$ cat src/rtl/ser_pkg.sv
// Shared types and helpers for the PISO serializer.
package ser_pkg;

   typedef enum logic {SER_IDLE, SER_SHIFT} ser_state_t;

   function automatic int ser_cnt_w(input int data_width);
      return $clog2(data_width);
   endfunction

endpackage

$ cat src/rtl/ser_hold_reg.sv
// Single-entry holding register with full flag; in_ready is registered as ~full.
module ser_hold_reg #(
   parameter int unsigned DATA_WIDTH = 8
) (
   input  logic                  clk,
   input  logic                  rst,
   input  logic [DATA_WIDTH-1:0] in_data,
   input  logic                  in_valid,
   output logic                  in_ready,
   input  logic                  take,
   output logic [DATA_WIDTH-1:0] out_data,
   output logic                  full
);

   // take is only raised while full, so it never coincides with an accept
   always_ff @(posedge clk) begin
      if (rst) begin
         out_data <= '0;
         full     <= 1'b0;
         in_ready <= 1'b1;
      end else if (take) begin
         full     <= 1'b0;
         in_ready <= 1'b1;
      end else if (in_valid && in_ready) begin
         out_data <= in_data;
         full     <= 1'b1;
         in_ready <= 1'b0;
      end
   end

endmodule

$ cat src/rtl/serializer_piso_buf.sv
// Double-buffered parallel-in/serial-out shifter; chains held words without idle ticks.
module serializer_piso_buf
   import ser_pkg::*;
#(
   parameter int unsigned DATA_WIDTH = 8,
   parameter bit          MSB_FIRST  = 1'b0,
   parameter bit          IDLE_LEVEL = 1'b1
) (
   input  logic                  clk,
   input  logic                  rst,
   input  logic [DATA_WIDTH-1:0] P_DATA,
   input  logic                  p_valid,
   output logic                  p_ready,
   input  logic                  ser_en,
   output logic                  ser_data,
   output logic                  ser_done,
   output logic                  ser_busy
);

   localparam int CW = ser_cnt_w(DATA_WIDTH);
   localparam logic [CW-1:0] LAST = CW'(DATA_WIDTH - 1);

   ser_state_t            state;
   logic [DATA_WIDTH-1:0] shreg;
   logic [CW-1:0]         cnt;
   logic [CW-1:0]         bit_idx;
   logic [DATA_WIDTH-1:0] hold_data;
   logic                  hold_full;
   logic                  last_tick;
   logic                  take;

   ser_hold_reg #(.DATA_WIDTH(DATA_WIDTH)) u_hold (
      .clk      (clk),
      .rst      (rst),
      .in_data  (P_DATA),
      .in_valid (p_valid),
      .in_ready (p_ready),
      .take     (take),
      .out_data (hold_data),
      .full     (hold_full)
   );

   // hold is drained either from IDLE or on the last-bit tick for a gapless chain
   always_comb begin
      last_tick = (state == SER_SHIFT) && ser_en && (cnt == LAST);
      take      = hold_full && ((state == SER_IDLE) || last_tick);
      bit_idx   = MSB_FIRST ? (LAST - cnt) : cnt;
   end

   always_ff @(posedge clk) begin
      if (rst) begin
         state    <= SER_IDLE;
         shreg    <= '0;
         cnt      <= '0;
         ser_data <= IDLE_LEVEL;
         ser_done <= 1'b0;
         ser_busy <= 1'b0;
      end else begin
         ser_done <= 1'b0;
         case (state)
            SER_IDLE: begin
               if (ser_en) ser_data <= IDLE_LEVEL;
               if (hold_full) begin
                  shreg    <= hold_data;
                  cnt      <= '0;
                  state    <= SER_SHIFT;
                  ser_busy <= 1'b1;
               end
            end
            SER_SHIFT: begin
               if (ser_en) begin
                  ser_data <= shreg[bit_idx];
                  if (cnt == LAST) begin
                     ser_done <= 1'b1;
                     cnt      <= '0;
                     if (hold_full) begin
                        shreg <= hold_data;
                     end else begin
                        state    <= SER_IDLE;
                        ser_busy <= 1'b0;
                     end
                  end else begin
                     cnt <= cnt + 1'b1;
                  end
               end
            end
            default: state <= SER_IDLE;
         endcase
      end
   end

endmodule

$ cat config.mk
export PLATFORM = sky130hd
export DESIGN_NAME = serializer_piso_buf
export DESIGN_NICKNAME = d
export VERILOG_FILES = /design/src/rtl/ser_pkg.sv /design/src/rtl/ser_hold_reg.sv /design/src/rtl/serializer_piso_buf.sv
export SDC_FILE = /design/constraint.sdc
export NUM_CORES = 1
export LEC_CHECK = 0
export ABC_AREA = 1
export CAP_MARGIN = 25
export CORE_MARGIN = 5
export CORE_UTILIZATION = 27
export DETAILED_ROUTE_END_ITERATION = 8
export MAX_ROUTING_LAYER = met4
export PLACE_DENSITY = 0.47
export SYNTH_ARGS = -nofsm -noshare
export SYNTH_HDL_FRONTEND = slang
export SYNTH_HIERARCHICAL = 1
export SYNTH_SLANG_ARGS = --single-unit
$ cat constraint.sdc
create_clock -name clk -period 1.9 [get_ports clk]
set_input_delay 0.38 -clock clk [delete_from_list [all_inputs] [get_ports clk]]
set_output_delay 0.38 -clock clk [all_outputs]
set_load 0.01 [all_outputs]
==> results.md, run 1 <==
* Iter 0 DRT Violations at 21
* Pre-antenna DRT Iters at 4
* Yosys top cell area share at between 40% and 50%
* Skew final at 0.00365 ns
* Setup-failing EPs final at 0
* N_diodes at 0
* CTS sink count at 25
* Number of global-route vias before repair at 824
* Final hold violation count at 0
* Mapped Nets at 160
* Yosys cell types at 18
* Post-cts sizing count at 0
* Leak at 0.000584 uW
* HP Class: register to register
* Fmax at 0.606 GHz
* Sequential element share of the synthesized area at between 40% and 50%
* Synth top area cells: dfxtp_1, nor2_1, nand2_1, inv_1, nand3_1
* Vias per inst at around 4.1
* Largest net degree at the start of global routing at 17
* Via count at between 800 and 900
* Max cap viols at 0
* Tmin final at 1.65 ns
* Final worst-path cycle share at just under 90%
* FF+latch count, synth at 25
* Synth Instances at 146
* Multi-input logic area at 465 um2
* Clock-pin slew on the worst setup and hold paths at ~0.08 ns
* Syn Area/Cell at between 7 and 8 um2
* Chip Width at around 72 um
* TritonCTS buffer count at 3
* GR Overflow Total at 0
* CTS tree: built
* Row count at 22
* CTS Hold Bufs at 0
* Post-synthesis cell area at between 1000 and 1500 um2
* Core ar. at around 3700 um2
* Layout area overhead at 25.4%
* # nets final at 182
* Die height at 72.4 um
* Ports at 16
* Htree depth at 1
* CP Launch Type: register
* DIE AREA at about 5200 um2
* WL/cell at around 9 um
* Slew @ Worst Pin at 0.256 ns
* Req. time, crit path at ~2.1 ns
* Critical Path Sink Type: register
* RSZ-0062 raised after global routing: false
* Status: completed
* Crit-path max FO at 16
* IO buf count at 15
* DRC Markers at 0
* Cell taking the most area after synthesis: dfxtp_1
* Tot GR Track Use at under 10%
* Fillers at approximately 400
* Ys Warns at 6
* Routed WL at 1940 um
* Seq. cell area at ~500 um2
* Worst-Skew Late Latency at 0.26 ns
* Antenna violations before repair at 0
* Setup TNS at 0 ns
* Antenna-violating nets left at 0
* WHS at 0.491 ns
* Maximum root-to-sink buffer count at 2
* Clock Tree Root: clkbuf_8
* Post-CTS Setup Bufs at 0
* Fraction of layout cells with a size suffix above 1 at between 8 and 9%
* DP Wirelength at approximately 1500 um
* Critical Path AT at approximately 1.9 ns
* Slew HR at about 83%
* Max VDD drop at roughly 0.00043 V
* Crit path kind: register to register
* PD cells at around 840 nW/um2
* Final Max Slew Viols at 0
* Final estimated routing congestion in global placement at roughly 0.76
* First-pass GRT wire length at 3510 um
* Initial Util at roughly 28%
## final timing paths
path / from / to / slack [ns] / cells past startpoint
setup reg to reg: bit_idx[1]$_SDFFE_PP0P_ / u_hold/out_data[0]$_SDFFE_PP0P_ / 0.25 / 11
hold / removal: shreg[0]$_SDFFE_PP0P_ / shreg[0]$_SDFFE_PP0P_ / 0.49 / 2
setup / recovery: bit_idx[1]$_SDFFE_PP0P_ / u_hold/out_data[0]$_SDFFE_PP0P_ / 0.25 / 11
hold reg to reg: shreg[0]$_SDFFE_PP0P_ / shreg[0]$_SDFFE_PP0P_ / 0.49 / 2
## layer usage
| metal | track usage, % | part of all wire (%) | vias up |
|---|---|---|---|
| met1 | 11.1 | 50 | 366 |
| met5 | - | 0 | - |
| met2 | 12.2 | 44 | 19 |
| met4 | 2.92 | 0.93 | 0 |
| met3 | 3.46 | 5.0 | 2 |
| li1 | - | - | 491 |
## flip-flops by register name, summed over array words and instances (netlist names)
register         flops
bit_idx              3
ser_busy             1
ser_data             1
ser_done             1
shreg                8
state                1
u_hold/full          1
u_hold/in_ready      1
u_hold/out_data      8
## critical path: stages, from the launching register on
cell	delay [ns]
dfxtp_1	0.35
ha_1	0.19
ha_1	0.22
nand2_2	0.09
nand2_2	0.07
nand2_4	0.08
clkinv_4	0.08
inv_1	0.09
nand3_4	0.17
nand2_1	0.11
nand2_1	0.05
nor2_1	0.08
## cell type report
cell class                 count  area share, %
tap                           48           4.56
multi-input combinational    102           35.4
clock buffer                   4           3.42
inverter                      18           5.51
sequential                    25           38.0
timing repair buffer          18           13.1
## power breakdown
part           internal [uW]  switching, uW
clock                    149            151
combinational           89.3            107
sequential               573           29.3
total                    812            288
## cells by family after synthesis
family | count (synthesis) | synth area share [%]
AND/OR/NAND/NOR | 85 | 34.7
flip-flops | 25 | 47.7
buffers and inverters | 19 | 7.99
AO/OA/AOI/OAI | 15 | 7.27
adder cells (fa/ha/maj) | 2 | 2.38
## per-stage QoR
step,instance area [um2],worst slack (ns),util [%],instances,total power [uW]
finish,1320,0.249,35.4,215,1100
global route,1320,0.0597,35.4,215,1190
CTS,1320,0.237,35.4,215,1120
detailed placement,1270,0.0602,34.2,211,814
global placement,1270,0.0871,34.2,211,813
floorplan,1050,0.248,-,146,745
## cell usage in the layout, fill, tap and decap left out
| master | instances |
|---|---|
| nor2_1 | 37 |
| nand2_1 | 34 |
| dfxtp_1 | 25 |
| inv_1 | 16 |
| clkdlybuf4s50_1 | 15 |
| o21ai_1 | 6 |
| nand3_1 | 6 |
| nand2_2 | 4 |
| o21ai_0 | 4 |
| a21oi_1 | 4 |
| clkbuf_8 | 3 |
| buf_4 | 3 |
| ha_1 | 2 |
| inv_2 | 1 |
| nand2_4 | 1 |
| clkinv_4 | 1 |
| a31oi_1 | 1 |
| nand3b_1 | 1 |
| or2_2 | 1 |
| clkbuf_1 | 1 |
| nand3_4 | 1 |
## cells in the mapped netlist
library cell / number
ha_1: 2
nand3_1: 6
o21ai_0: 4
nand3b_1: 1
nand3_4: 1
dfxtp_1: 25
a31oi_1: 1
a21oi_1: 4
inv_2: 1
nand2_2: 4
nor2_1: 37
clkinv_4: 1
nand2_4: 1
o21ai_1: 6
nand2_1: 34
buf_6: 1
inv_1: 16
or2_2: 1
Power figures use the tool's default switching activity.
==> run 2: changes to the inputs <==
- CORE_UTILIZATION: 27 -> 30
- PLACE_DENSITY: 0.47 -> 0.5
==> results.md, run 2 (synthesis results as in run 1) <==
* Status: completed
* GR Overflow Total at 0
* Layout area overhead at 23.4%
* Tot GR Track Use at around a tenth
* First-pass GRT wire length at 3720 um
* Post-Place Worst Slack at approximately 0.057 ns
* TritonCTS buffer count at 3
* DIE AREA at between 4000 and 5000 um2
* Worst-Skew Late Latency at approximately 0.31 ns
* Row count at 21
* Antenna-violating nets left at 0
* Post-cts sizing count at 0
* Final worst-path cycle share at 89.3%
* Largest net degree at the start of global routing at 17
* PD cells at between 700 and 800 nW/um2
* Skew final at between 0.002 and 0.0025 ns
* DRC Markers at 0
* Clock-pin slew on the worst setup and hold paths at 0.12 ns
* Leak at between 0.0005 and 0.0006 uW
* Fraction of layout cells with a size suffix above 1 at 8.98%
* Slowest Stage Delay on Critical Path at roughly 0.57 ns
* Core ar. at between 3000 and 4000 um2
* Setup TNS at 0 ns
* Post-layout util at 38.5%
* Initial Util at between 30% and 40%
* Number of global-route vias before repair at around 900
* Via count at about 900
* Clock Tree Root: clkbuf_4
* Setup-failing EPs final at 0
* Ports at 16
* # nets final at 182
* RSZ-0062 raised after global routing: false
* Setup WS post-layout at just over 0.2 ns
* Vias per inst at 4.20
* CTS Hold Bufs at 0
* WL/cell at approximately 9 um
* Commonest non-fill, non-tap cell in the layout: nor2_1
* CTS sink count at 25
* Routed WL at 1940 um
* Antenna violations before repair at 0
* Critical Path AT at roughly 1.3 ns
* Die height at approximately 69 um
* HP Class: register to register
* Iter 0 DRT Violations at 34
* Max cap viols at 0
* Most frequent cells in the layout: nor2_1, nand2_1, dfxtp_1, inv_1, clkdlybuf4s50_1
* N_diodes at 0
* CP Launch Type: register
* IO buf count at 15
* Buf/Inv on CP at 1
* Post-CTS Setup Bufs at 0
* Req. time, crit path at between 1.5 and 2 ns
* Slew HR at around 82%
* Final hold violation count at 0
* Crit-path max FO at 4
* Slew @ Worst Pin at between 0.2 and 0.3 ns
* Tmin final at approximately 1.7 ns
* Chip Width at about 69 um
* CTS tree: built
* Crit path kind: register to output port
* CP cell instances: clkdlybuf4s50_1
* Max VDD drop at between 0.0002 and 0.0003 V
* Final Max Slew Viols at 0
* Critical Path Sink Type: output port
* DP Wirelength at around 1500 um
* Final estimated routing congestion in global placement at 0.814
* Fmax at 0.590 GHz
* Htree depth at 1
* Maximum root-to-sink buffer count at 2
* Slowest cell on crit path: clkdlybuf4s50_1
* Crit path max-delay family: buffers and inverters
* Pre-antenna DRT Iters at 4
run 2: metal layers:
layer	vias up	share of wire, %	track usage, %
met1	393	49	10.8
met5	-	0	-
met3	2	3.5	1.89
met2	12	47	16.0
met4	0	0.72	4.56
li1	488	-	-
run 2: stage by stage:
stage	area (um2)	instances	total power [uW]	hold slack, ns
2_1_floorplan	1050	146	745	0.449
3_3_place_gp	1270	209	811	0.474
3_5_place_dp	1270	209	815	0.478
4_1_cts	1290	213	1050	0.511
5_1_grt	1290	213	1090	0.526
6_report	1290	213	1020	0.503
run 2: final timing paths:
| kind | startpoint | to | slack, ns | cells after the start |
|---|---|---|---|---|
| worst min register to register | shreg[5]$_SDFFE_PP0P_ | shreg[5]$_SDFFE_PP0P_ | 0.50 | 2 |
| worst max-delay path | u_hold/in_ready$_SDFFE_PP1P_ | p_ready | 0.20 | 1 |
| worst min-delay path | shreg[5]$_SDFFE_PP0P_ | shreg[5]$_SDFFE_PP0P_ | 0.50 | 2 |
| worst max register to register | bit_idx[1]$_SDFFE_PP0P_ | u_hold/out_data[3]$_SDFFE_PP0P_ | 0.27 | 11 |
run 2: power by group:
group,internal [uW],switching [uW],total (uW)
Clock,81.9,145,227
Combinational,89.2,106,195
Sequential,574,29.9,604
run 2: area by class of cell:
cell class | count | area [um2]
clock buffer | 4 | 26.3
multi-input combinational | 102 | 465
timing repair buffer | 18 | 173
sequential | 25 | 500
inverter | 18 | 72.6
tap | 46 | 57.6
fill | 384 | 2070
==> run 3: changes to the inputs <==
- CAP_MARGIN: 25 -> unset
==> results of run 3 <==
Final layout, timing and power as in run 2 (identical DEF).
